### src/rtl/cpu_pkg.sv
// rtl/cpu_pkg.sv - shared widths, writeback request type and helpers
package cpu_pkg;

  localparam int REG_ADDR_W = 4;
  localparam int DATA_W     = 16;
  localparam int AGE_W      = 4;

  // One register-file write: wrn is active-low like the register file port
  typedef struct packed {
    logic [REG_ADDR_W-1:0] addr;
    logic [DATA_W-1:0]     data;
    logic                  wrn;
  } wb_req_t;

  // Saturating increment for the head-age counter
  function automatic logic [AGE_W-1:0] sat_inc(input logic [AGE_W-1:0] v);
    return (v == {AGE_W{1'b1}}) ? v : v + {{(AGE_W-1){1'b0}}, 1'b1};
  endfunction

endpackage

### src/rtl/wb_port_arbiter_if.sv
// rtl/wb_port_arbiter_if.sv - writeback, MDU, register-file and hazard-query signals
interface wb_port_arbiter_if;
  import cpu_pkg::*;

  logic [REG_ADDR_W-1:0] pipe_wreg_addr;
  logic [DATA_W-1:0]     pipe_wreg_data;
  logic                  pipe_reg_wrn;

  logic                  mdu_valid;
  logic                  mdu_ready;
  logic [REG_ADDR_W-1:0] mdu_addr;
  logic [DATA_W-1:0]     mdu_data;

  logic [REG_ADDR_W-1:0] rf_wreg_addr;
  logic [DATA_W-1:0]     rf_wreg_data;
  logic                  rf_reg_wrn;

  logic                  stall_req;

  logic [REG_ADDR_W-1:0] query_addr;
  logic                  pend_hit;

  // Arbiter side
  modport slave (
    input  pipe_wreg_addr, pipe_wreg_data, pipe_reg_wrn,
    input  mdu_valid, mdu_addr, mdu_data,
    output mdu_ready,
    output rf_wreg_addr, rf_wreg_data, rf_reg_wrn,
    output stall_req,
    input  query_addr,
    output pend_hit
  );

  // Pipeline / MDU / register-file side
  modport master (
    output pipe_wreg_addr, pipe_wreg_data, pipe_reg_wrn,
    output mdu_valid, mdu_addr, mdu_data,
    input  mdu_ready,
    input  rf_wreg_addr, rf_wreg_data, rf_reg_wrn,
    input  stall_req,
    output query_addr,
    input  pend_hit
  );

endinterface

### src/rtl/wb_port_arbiter_fifo.sv
// rtl/wb_port_arbiter_fifo.sv - 2-deep pending MDU result buffer with kill-by-address
module wb_pend_fifo
  import cpu_pkg::*;
(
  input  logic                  clk,
  input  logic                  rst,
  input  logic                  push_i,
  input  logic [REG_ADDR_W-1:0] push_addr_i,
  input  logic [DATA_W-1:0]     push_data_i,
  input  logic                  pop_i,
  input  logic                  kill_i,
  input  logic [REG_ADDR_W-1:0] kill_addr_i,
  input  logic [REG_ADDR_W-1:0] query_addr_i,
  output logic                  head_occ_o,
  output logic                  head_vld_o,
  output logic [REG_ADDR_W-1:0] head_addr_o,
  output logic [DATA_W-1:0]     head_data_o,
  output logic                  full_o,
  output logic                  hit_o
);

  // Slot 0 is always the head; occ marks a slot in use, vld marks it still worth writing
  logic [1:0]                 occ_q, occ_d;
  logic [1:0]                 vld_q, vld_d;
  logic [1:0][REG_ADDR_W-1:0] addr_q, addr_d;
  logic [1:0][DATA_W-1:0]     data_q, data_d;

  assign head_occ_o  = occ_q[0];
  assign head_vld_o  = vld_q[0];
  assign head_addr_o = addr_q[0];
  assign head_data_o = data_q[0];
  assign full_o      = occ_q[1];

  // Hit only looks at registered entries, so a same-cycle push is never reported
  always_comb begin
    hit_o = 1'b0;
    for (int i = 0; i < 2; i++) begin
      if (occ_q[i] && vld_q[i] && (addr_q[i] == query_addr_i)) hit_o = 1'b1;
    end
  end

  // Kill older entries first, then shift on pop, then place the push in the first free slot
  always_comb begin
    occ_d  = occ_q;
    vld_d  = vld_q;
    addr_d = addr_q;
    data_d = data_q;
    if (kill_i) begin
      for (int i = 0; i < 2; i++) begin
        if (occ_q[i] && (addr_q[i] == kill_addr_i)) vld_d[i] = 1'b0;
      end
    end
    if (pop_i) begin
      occ_d     = {1'b0, occ_d[1]};
      vld_d     = {1'b0, vld_d[1]};
      addr_d[0] = addr_d[1];
      data_d[0] = data_d[1];
    end
    if (push_i) begin
      if (!occ_d[0]) begin
        occ_d[0]  = 1'b1;
        vld_d[0]  = 1'b1;
        addr_d[0] = push_addr_i;
        data_d[0] = push_data_i;
      end else begin
        occ_d[1]  = 1'b1;
        vld_d[1]  = 1'b1;
        addr_d[1] = push_addr_i;
        data_d[1] = push_data_i;
      end
    end
  end

  // Entry storage; reset discards everything buffered
  always_ff @(posedge clk) begin
    if (rst) begin
      occ_q  <= '0;
      vld_q  <= '0;
      addr_q <= '0;
      data_q <= '0;
    end else begin
      occ_q  <= occ_d;
      vld_q  <= vld_d;
      addr_q <= addr_d;
      data_q <= data_d;
    end
  end

endmodule

### src/rtl/wb_port_arbiter.sv
// rtl/wb_port_arbiter.sv - register-file write-port arbiter between pipeline and MDU
module wb_port_arbiter
  import cpu_pkg::*;
#(
  parameter int STARVE_LIMIT = 4
) (
  input  logic              clk,
  input  logic              rst,
  wb_port_arbiter_if.slave  bus
);

  logic                  pipe_we;
  logic                  head_occ;
  logic                  head_vld;
  logic [REG_ADDR_W-1:0] head_addr;
  logic [DATA_W-1:0]     head_data;
  logic                  head_kill;
  logic                  head_live;
  logic                  buf_grant;
  logic                  pop;
  logic                  push;
  logic                  full;

  logic [AGE_W-1:0]      age_q, age_d;
  logic                  stall_q, stall_d;
  wb_req_t               rf_q, rf_d;

  assign pipe_we   = ~bus.pipe_reg_wrn;
  // A pipeline write to the head's register makes the buffered result stale
  assign head_kill = pipe_we && head_occ && (head_addr == bus.pipe_wreg_addr);
  assign head_live = head_occ && head_vld && !head_kill;
  assign buf_grant = !pipe_we && head_live;
  // Dead heads leave without using the write port, so they can go even under a pipeline write
  assign pop       = buf_grant || (head_occ && !head_live);
  assign push      = bus.mdu_valid && bus.mdu_ready;

  assign bus.mdu_ready    = ~full;
  assign bus.rf_wreg_addr = rf_q.addr;
  assign bus.rf_wreg_data = rf_q.data;
  assign bus.rf_reg_wrn   = rf_q.wrn;
  assign bus.stall_req    = stall_q;

  wb_pend_fifo u_fifo (
    .clk          (clk),
    .rst          (rst),
    .push_i       (push),
    .push_addr_i  (bus.mdu_addr),
    .push_data_i  (bus.mdu_data),
    .pop_i        (pop),
    .kill_i       (pipe_we),
    .kill_addr_i  (bus.pipe_wreg_addr),
    .query_addr_i (bus.query_addr),
    .head_occ_o   (head_occ),
    .head_vld_o   (head_vld),
    .head_addr_o  (head_addr),
    .head_data_o  (head_data),
    .full_o       (full),
    .hit_o        (bus.pend_hit)
  );

  // Grant mux, head age and stall request; idle cycles keep the last address/data
  always_comb begin
    rf_d    = '{addr: rf_q.addr, data: rf_q.data, wrn: 1'b1};
    age_d   = age_q;
    stall_d = 1'b0;
    if (pipe_we) begin
      rf_d = '{addr: bus.pipe_wreg_addr, data: bus.pipe_wreg_data, wrn: 1'b0};
    end else if (buf_grant) begin
      rf_d = '{addr: head_addr, data: head_data, wrn: 1'b0};
    end
    if (pop) begin
      age_d = '0;
    end else if (head_live) begin
      age_d   = sat_inc(age_q);
      stall_d = (age_q >= AGE_W'(STARVE_LIMIT));
    end
  end

  // Output and timer registers
  always_ff @(posedge clk) begin
    if (rst) begin
      rf_q    <= '{addr: '0, data: '0, wrn: 1'b1};
      age_q   <= '0;
      stall_q <= 1'b0;
    end else begin
      rf_q    <= rf_d;
      age_q   <= age_d;
      stall_q <= stall_d;
    end
  end

endmodule
### src/flat_wrapper.sv
// flat-port wrapper written by rule: the top's interface ports become plain ports
module wb_port_arbiter_flat import cpu_pkg::*;
#(
  parameter int STARVE_LIMIT = 4
)
  (clk, rst, bus_pipe_wreg_addr, bus_pipe_wreg_data, bus_pipe_reg_wrn, bus_mdu_valid, bus_mdu_addr, bus_mdu_data, bus_mdu_ready, bus_rf_wreg_addr, bus_rf_wreg_data, bus_rf_reg_wrn, bus_stall_req, bus_query_addr, bus_pend_hit);
  wb_port_arbiter_if bus_i ();
  input  logic clk;
  input  logic rst;
  input wire logic [$bits(bus_i.pipe_wreg_addr)-1:0] bus_pipe_wreg_addr;
  input wire logic [$bits(bus_i.pipe_wreg_data)-1:0] bus_pipe_wreg_data;
  input wire logic [$bits(bus_i.pipe_reg_wrn)-1:0] bus_pipe_reg_wrn;
  input wire logic [$bits(bus_i.mdu_valid)-1:0] bus_mdu_valid;
  input wire logic [$bits(bus_i.mdu_addr)-1:0] bus_mdu_addr;
  input wire logic [$bits(bus_i.mdu_data)-1:0] bus_mdu_data;
  output wire logic [$bits(bus_i.mdu_ready)-1:0] bus_mdu_ready;
  output wire logic [$bits(bus_i.rf_wreg_addr)-1:0] bus_rf_wreg_addr;
  output wire logic [$bits(bus_i.rf_wreg_data)-1:0] bus_rf_wreg_data;
  output wire logic [$bits(bus_i.rf_reg_wrn)-1:0] bus_rf_reg_wrn;
  output wire logic [$bits(bus_i.stall_req)-1:0] bus_stall_req;
  input wire logic [$bits(bus_i.query_addr)-1:0] bus_query_addr;
  output wire logic [$bits(bus_i.pend_hit)-1:0] bus_pend_hit;
  assign bus_i.pipe_wreg_addr = bus_pipe_wreg_addr;
  assign bus_i.pipe_wreg_data = bus_pipe_wreg_data;
  assign bus_i.pipe_reg_wrn = bus_pipe_reg_wrn;
  assign bus_i.mdu_valid = bus_mdu_valid;
  assign bus_i.mdu_addr = bus_mdu_addr;
  assign bus_i.mdu_data = bus_mdu_data;
  assign bus_mdu_ready = bus_i.mdu_ready;
  assign bus_rf_wreg_addr = bus_i.rf_wreg_addr;
  assign bus_rf_wreg_data = bus_i.rf_wreg_data;
  assign bus_rf_reg_wrn = bus_i.rf_reg_wrn;
  assign bus_stall_req = bus_i.stall_req;
  assign bus_i.query_addr = bus_query_addr;
  assign bus_pend_hit = bus_i.pend_hit;
  wb_port_arbiter #(.STARVE_LIMIT(STARVE_LIMIT)) u_core (.clk(clk), .rst(rst), .bus(bus_i));
endmodule
### config.mk
export PLATFORM = sky130hd
export DESIGN_NAME = wb_port_arbiter_flat
export DESIGN_NICKNAME = d
export VERILOG_FILES = /design/src/rtl/cpu_pkg.sv /design/src/rtl/wb_port_arbiter_if.sv /design/src/rtl/wb_port_arbiter_fifo.sv /design/src/rtl/wb_port_arbiter.sv /design/src/flat_wrapper.sv
export SDC_FILE = /design/constraint.sdc
export NUM_CORES = 1
export LEC_CHECK = 0
export ABC_CLOCK_PERIOD_IN_PS = 2750
export CAP_MARGIN = 40
export CORE_MARGIN = 5
export CORE_UTILIZATION = 25
export CTS_CLUSTER_DIAMETER = 200
export DETAILED_ROUTE_END_ITERATION = 8
export HOLD_SLACK_MARGIN = 0.06
export PLACE_DENSITY = 0.51
export SLEW_MARGIN = 25
export SYNTH_ARGS = -nofsm -noshare
export SYNTH_HDL_FRONTEND = slang
export SYNTH_HIERARCHICAL = 1
export SYNTH_SLANG_ARGS = --single-unit
### constraint.sdc
create_clock -name clk -period 2.75 [get_ports clk]
set_input_delay 0.275 -clock clk [delete_from_list [all_inputs] [get_ports clk]]
set_output_delay 0.275 -clock clk [all_outputs]
set_load 0.05 [all_outputs]
# --- After elaboration in Yosys (flattened, before gate mapping) ---
# Cells that the tools add are included.
totals:
  reg_bits: 70
  latchBits: 0
  ram_bits: 0
  rom_bits: 0
  inputBits: 48
  output_inout_bits: 24
  wordCells: 62
  mem_count: 0
classes:
  n_addsub: 1
  mul: 0
  n_div: 0
  n_lt_le_gt_ge: 1
  n_eq_ne: 6
  shifts: 0
  mux: 20
  bitwise_logic: 4
  reduce_logical: 19
ops:
  columns: ["op", "n"]
  rows:
  - ["two-way mux 16 bit", 3]
  - ["two-way mux 21 bit", 2]
  - ["equality test 4 bit", 4]
  - ["logical AND 1 bit", 12]
  - ["two-way mux 4 bit", 3]
  - ["two-way mux 2 bit", 5]
  - ["two-way mux 1 bit", 7]
  - ["adder 4 x 1 -> 4 bit (second input constant)", 1]
  - ["equality test 4 bit (second input constant)", 1]
  - ["greater-or-equal comparator 4 x 3 -> 1 bit (second input constant)", 1]
  - ["NOT 1 bit", 4]
  - ["AND reduction 2 bit", 2]
  - ["OR reduction 3 bit", 1]
  - ["zero test 1 bit", 2]
  - ["inequality test 2 x 1 -> 1 bit (second input constant)", 1]
  - ["OR reduction 2 bit", 1]
  - ["logical OR 1 bit", 1]

# --- Logic depth before layout (Yosys ltp) ---
depth:
  depth_word: 11
  mapped_depth: 11
  ltp_nobuf: 7

# --- Hierarchy ---
# The synthesis kept the hierarchy.
modules_own_cells:
  columns: ["module", "n_inst", "cells_per_inst", "area_each_um2", "seq_area_each_um2"]
  rows:
  - ["wb_pend_fifo", 1, 241, 2195.9, 880.8]
  - ["wb_port_arbiter", 1, 163, 1253.7, 520.5]

# --- Worst setup path before layout ---
# Ideal clock, no wire load.
synth_timing:
  path_type: "reg-to-reg"
  start: "register u_core.u_fifo.addr_q, in the netlist u_core/u_fifo/head_addr_o[0]"
  end: "register u_core.u_fifo.data_q, in the netlist u_core/u_fifo/head_data_o[10]"
  setup_time_ns: 0.146
  arrival_time_ns: 2.169
  required_time_ns: 2.604
  path_slack_ns: 0.435
  stages_incl_launch_ff: 12
  n_path_buf: 4
  synth_period_minus_slack_ns: 2.315
  path_cell_list: "dfxtp_1 -> buf_4 -> xnor2_1 -> nand4_1 -> a31oi_1 -> buf_6 -> mux2_4 -> or2_1 -> buf_6 -> buf_2 -> nor2_1 -> a211oi_2"
synth_via:
  elab_chain_len: 10
  word_cells_on_any_way: 12
  classes_between: "eq/ne: 1; mux: 4; reduce/logical: 7"
synth_lines:
  columns: ["item", "line", "rtl"]
  rows:
  - ["start: declaration", "wb_port_arbiter_fifo.sv:25", "logic [1:0][REG_ADDR_W-1:0] addr_q, addr_d;"]
  - ["start signal: assignment", "wb_port_arbiter_fifo.sv:84", "addr_q <= addr_d;"]
  - ["equality test 4 bit (*)", "wb_port_arbiter.sv:30", "assign head_kill = pipe_we && head_occ && (head_addr == bus.pipe_wreg_addr);"]
  - ["logical AND 1 bit (*)", "wb_port_arbiter.sv:30", null]
  - ["zero test 1 bit (*)", "wb_port_arbiter.sv:31", "assign head_live = head_occ && head_vld && !head_kill;"]
  - ["logical AND 1 bit (*)", "wb_port_arbiter.sv:31", null]
  - ["zero test 1 bit", "wb_port_arbiter.sv:34", "assign pop = buf_grant || (head_occ && !head_live);"]
  - ["logical AND 1 bit", "wb_port_arbiter.sv:34", null]
  - ["logical OR 1 bit (*)", "wb_port_arbiter.sv:34", null]
  - ["net u_core.pop", "wb_port_arbiter.sv:20", "logic pop;"]
  - ["two-way mux 16 bit or two-way mux 2 bit (tied branches)", "wb_port_arbiter_fifo.sv:53", "if (pop_i) begin"]
  - ["two-way mux 16 bit", "wb_port_arbiter_fifo.sv:60", "if (!occ_d[0]) begin"]
  - ["two-way mux 16 bit (*)", "wb_port_arbiter_fifo.sv:59", "if (push_i) begin"]
  - ["end signal: assignment", "wb_port_arbiter_fifo.sv:85", "data_q <= data_d;"]
  - ["end: declaration", "wb_port_arbiter_fifo.sv:26", "logic [1:0][DATA_W-1:0] data_q, data_d;"]
# The timed path passes the listed nets; every way through them passes the cells marked *.
# A chain may end at the register's enable or synchronous reset.

# --- Final worst setup path ---
layout_timing:
  start: "input port bus_pipe_wreg_addr[3]"
  end: "register u_core.u_fifo.addr_q, in the netlist u_core/u_fifo/head_addr_o[1]"
layout_via:
  elab_chain_len: 10
  word_cells_on_any_way: 12
  classes_between: "eq/ne: 1; mux: 4; reduce/logical: 7"
layout_lines:
  columns: ["item", "line", "rtl"]
  rows:
  - ["start: declaration", "flat_wrapper.sv:10", "input wire logic [$bits(bus_i.pipe_wreg_addr)-1:0] bus_pipe_wreg_addr;"]
  - ["equality test 4 bit (*)", "wb_port_arbiter.sv:30", null]
  - ["logical AND 1 bit (*)", "wb_port_arbiter.sv:30", null]
  - ["zero test 1 bit (*)", "wb_port_arbiter.sv:31", null]
  - ["logical AND 1 bit (*)", "wb_port_arbiter.sv:31", null]
  - ["zero test 1 bit", "wb_port_arbiter.sv:34", null]
  - ["logical AND 1 bit", "wb_port_arbiter.sv:34", null]
  - ["logical OR 1 bit (*)", "wb_port_arbiter.sv:34", null]
  - ["net u_core.pop", "wb_port_arbiter.sv:20", null]
  - ["two-way mux 4 bit or two-way mux 2 bit (tied branches)", "wb_port_arbiter_fifo.sv:53", null]
  - ["two-way mux 4 bit", "wb_port_arbiter_fifo.sv:60", null]
  - ["two-way mux 4 bit (*)", "wb_port_arbiter_fifo.sv:59", null]
# Marked as above.

==> results.rst <==
.. list-table::
   :header-rows: 1

   * - Metric
     - Value
   * - Nature of the critical path endpoint
     - register
   * - Total standard cell area after synthesis
     - 3450 µm²
   * - Number of enable-type register cells in the synthesized netlist
     - 0
   * - Slew Limit Headroom
     - 0.5790
   * - Max Fclk
     - 0.4165 GHz
   * - Pin count of the biggest net entering global routing
     - 50
   * - CTS tree
     - done
   * - Root Buffer Master
     - clkbuf_16
   * - Leakage power figure
     - 1.555 nW
   * - Number of distinct library cell variants in the gate-level netlist after synthesis
     - 36
   * - Width of the die
     - 127.5 µm
   * - Standard cell core area
     - 13720 µm²
   * - Post-cts gate resize count
     - 0
   * - Fraction of the cycle the final worst path needs
     - 0.8730
   * - Worst hold path type
     - in -> reg
   * - Num CTS Buffers
     - 9
   * - Drt first pass iters
     - 4
   * - Highest net fanout along the worst path
     - 41
   * - Post-synthesis instance total
     - 404
   * - RSZ-0062 raised after global routing
     - no
   * - Average wire per standard cell
     - 14.62 µm
   * - FF-to-FF path depth
     - 8
   * - Overflow after GRT
     - 0
   * - Area growth from synthesis to layout
     - 31.59%
   * - GPL Wtd Cong
     - 0.7625
   * - Result of the run
     - finished, final reports clean
   * - Chip height
     - 127.5 µm
   * - Sequential fraction of the synthesis area
     - 0.4062
   * - Post-detailed-placement half-perimeter wirelength
     - 6.601 mm
   * - Number of vias per cell after detailed routing
     - 4.593
   * - Synth top area share
     - 0.4062
   * - Final sum of negative setup slack
     - 0 ps
   * - Setup Crit Path Kind
     - in -> reg
   * - Worst Hold Depth
     - 2
   * - Power dissipated by switching net loads
     - 0.8183 mW
   * - Via count
     - 2926
   * - Antenna violation net count after detailed routing
     - 0
   * - Overall fraction of global-route tracks in use
     - 0.1149
   * - Final-report setup violation count
     - 0
   * - H-tree depth reported by CTS
     - 3
   * - Ports placed on the boundary
     - 72
   * - Clock share of power
     - 0.419
   * - Post-Syn Nets
     - 453
   * - Dominant register cell in the synthesized netlist
     - dfxtp_1
   * - Clock insertion delay at the later pin of the skew report
     - 330 ps
   * - Antenna violations before repair
     - 1
   * - Highest ir drop seen on vdd
     - 0.3004 mV
   * - Share of post-route cells with drive strength above 1
     - 0.1269
   * - Fin crit period
     - 2401 ps
   * - Initial cell density of the core
     - 0.2514
   * - Portion of total power attributed to sequential cells
     - 0.390
   * - Die ar.
     - 16250 µm²
   * - Overall routed net length
     - 9.310 mm
   * - Switching share of total power
     - 0.2774
   * - Num rows
     - 43
   * - Clock sink count
     - 70
   * - # DRC
     - 0
   * - Power per cell area
     - 649.8 nW/µm²
   * - Via count of the first global-routing pass
     - 2827
   * - Clk pin slew, worst setup/hold paths
     - 60 ps
   * - Final Max Slew Viols
     - 0
   * - Max Clock Skew
     - 4.550 ps
   * - Mean post-synth cell area
     - 8.539 µm²
   * - Internal Pwr Total
     - 2.131 mW
   * - Crit path required time
     - 2940 ps
   * - Antenna fix cells
     - 0
   * - Port buffer count
     - 71
   * - Combinational share of power
     - 0.191
   * - First-pass GRT wire length
     - 14.77 mm
   * - Synth area leader
     - dfxtp_1
   * - YS warnings
     - 6
   * - Fill cell total of the finished layout
     - 1434
   * - Number of synthesized register bits
     - 70
   * - Setup repair bufs after CTS
     - 0
   * - DR iter-0 viols
     - 172
   * - Most frequently used cell type in the post-synthesis netlist
     - nand2_1
   * - Smallest hold slack
     - 395.2 ps
   * - CTS max path bufs
     - 2
   * - Data arrival time at the worst-slack endpoint
     - 2590 ps
   * - CP startpoint kind
     - input pin
   * - Worst Max-Slew Pin Slew
     - 631.4 ps
   * - Largest cells by area after synthesis
     - dfxtp_1, nand2_1, a211oi_2, mux2i_1, a311oi_1
   * - Number of hold-slack violations in the final timing report
     - 0
   * - Most frequent cells after synthesis
     - nand2_1, dfxtp_1, nor2_1, a21oi_1
   * - Hold-fix buffers, CTS
     - 0
   * - Final nets
     - 501
   * - Async S/R FF share, synth
     - 0
   * - Count of max-cap constraint violations
     - 0
-- final timing paths --
kind | startpoint | to | slack [ps]
min reg2reg | u_core/u_fifo/data_q[31]$_SDFFE_PP0P_ | u_core/u_fifo/data_q[31]$_SDFFE_PP0P_ | 460
min | rst | u_core/u_fifo/data_q[22]$_SDFFE_PP0P_ | 400
max reg2reg | u_core/u_fifo/head_addr_o[1]$_SDFF_PP0_ | u_core/u_fifo/head_addr_o[1]$_SDFF_PP0_ | 450
max | bus_pipe_wreg_addr[3] | u_core/u_fifo/head_addr_o[1]$_SDFF_PP0_ | 350
-- logic make-up (layout without fill, tap and decap cells) --
group,Yosys count,after routing,share of synthesized area
simple gates,154,154,0.1835
buf+inv,56,109,0.09612
compound gates,82,82,0.1973
mux,21,21,0.06238
fa+ha+maj,1,1,0.003627
xor+xnor,20,20,0.05078
flops,70,70,0.4062
-- per-layer routing --
| metal | part of all wire | up-vias | GRT usage |
|---|---|---|---|
| met4 | 0.017 | 2 | 0.04606 |
| met5 | 0.0014 | - | 0 |
| li1 | - | 1480 | - |
| met2 | 0.48 | 58 | 0.1892 |
| met1 | 0.45 | 1371 | 0.1410 |
| met3 | 0.047 | 15 | 0.03303 |
-- worst max-delay path, stage by stage --
cell and delay [ps]:
clkdlybuf4s50_1 490, xnor2_1 300, nand4_1 230, a31oi_4 250, mux2_4 330, or2_2 300, buf_12 190, nor2_1 150
a211oi_2 60
-- cell type report --
class	count	area [µm²]	share of cell area
multi-input combinational	278	1732	0.3815
timing repair buffer	86	839.6	0.1850
sequential	70	1401	0.3087
tap	180	225.2	0.04961
inverter	7	26.28	0.005788
clock inverter	6	86.33	0.01902
clock buffer	10	229.0	0.05044
-- cells in the final DEF, fill, tap and decap left out, drive strengths merged, types with 4 or more instances in the layout --
| cell type | netlist | final |
|---|---|---|
| nand2 | 83 | 83 |
| a21oi | 23 | 23 |
| xnor2 | 17 | 17 |
| inv | 7 | 7 |
| mux2i | 20 | 20 |
| a311oi | 20 | 20 |
| clkdlybuf4s50 | 0 | 68 |
| a31oi | 5 | 5 |
| buf | 33 | 18 |
| dfxtp | 70 | 70 |
| nand4 | 4 | 4 |
| clkbuf | 16 | 10 |
| a211oi | 23 | 23 |
| nand3 | 10 | 10 |
| nor2 | 46 | 46 |
| o211ai | 4 | 4 |
-- flip-flops by register name (all words and copies together) (netlist names) --
register and count:
u_core/bus.rf_wreg_data 16, u_core/u_fifo/data_q 16, u_core/u_fifo/head_data_o 16, u_core/age_q 4, u_core/bus.rf_wreg_addr 4, u_core/u_fifo/addr_q 4, u_core/u_fifo/head_addr_o 4, u_core/u_fifo/occ_q 2
u_core/u_fifo/vld_q 2, u_core/bus.rf_reg_wrn 1, u_core/bus.stall_req 1
-- power groups by stage --
stage / Sequential (mW) / Clock [mW] / Combinational, mW
after detailed placement: 1.17 / 0 / 0.566
after global routing: 1.16 / 1.32 / 0.611
after floorplan: 1.23 / 0 / 0.340
final: 1.15 / 1.24 / 0.565
after global placement: 1.17 / 0 / 0.561
after CTS: 1.15 / 1.28 / 0.568
-- through the flow --
step | worst slack [ps] | instance area, µm² | util | power (mW) | instances
2_1_floorplan | 435.4 | 3450 | - | 1.572 | 404
3_3_place_gp | 31.28 | 4213 | 0.3071 | 1.732 | 620
3_5_place_dp | -28.55 | 4213 | 0.3071 | 1.739 | 620
4_1_cts | 302.9 | 4528 | 0.3301 | 3.000 | 636
5_1_grt | 316.9 | 4539 | 0.3309 | 3.089 | 637
6_report | 349.3 | 4539 | 0.3309 | 2.950 | 637
(Power assumes the default switching activity.)
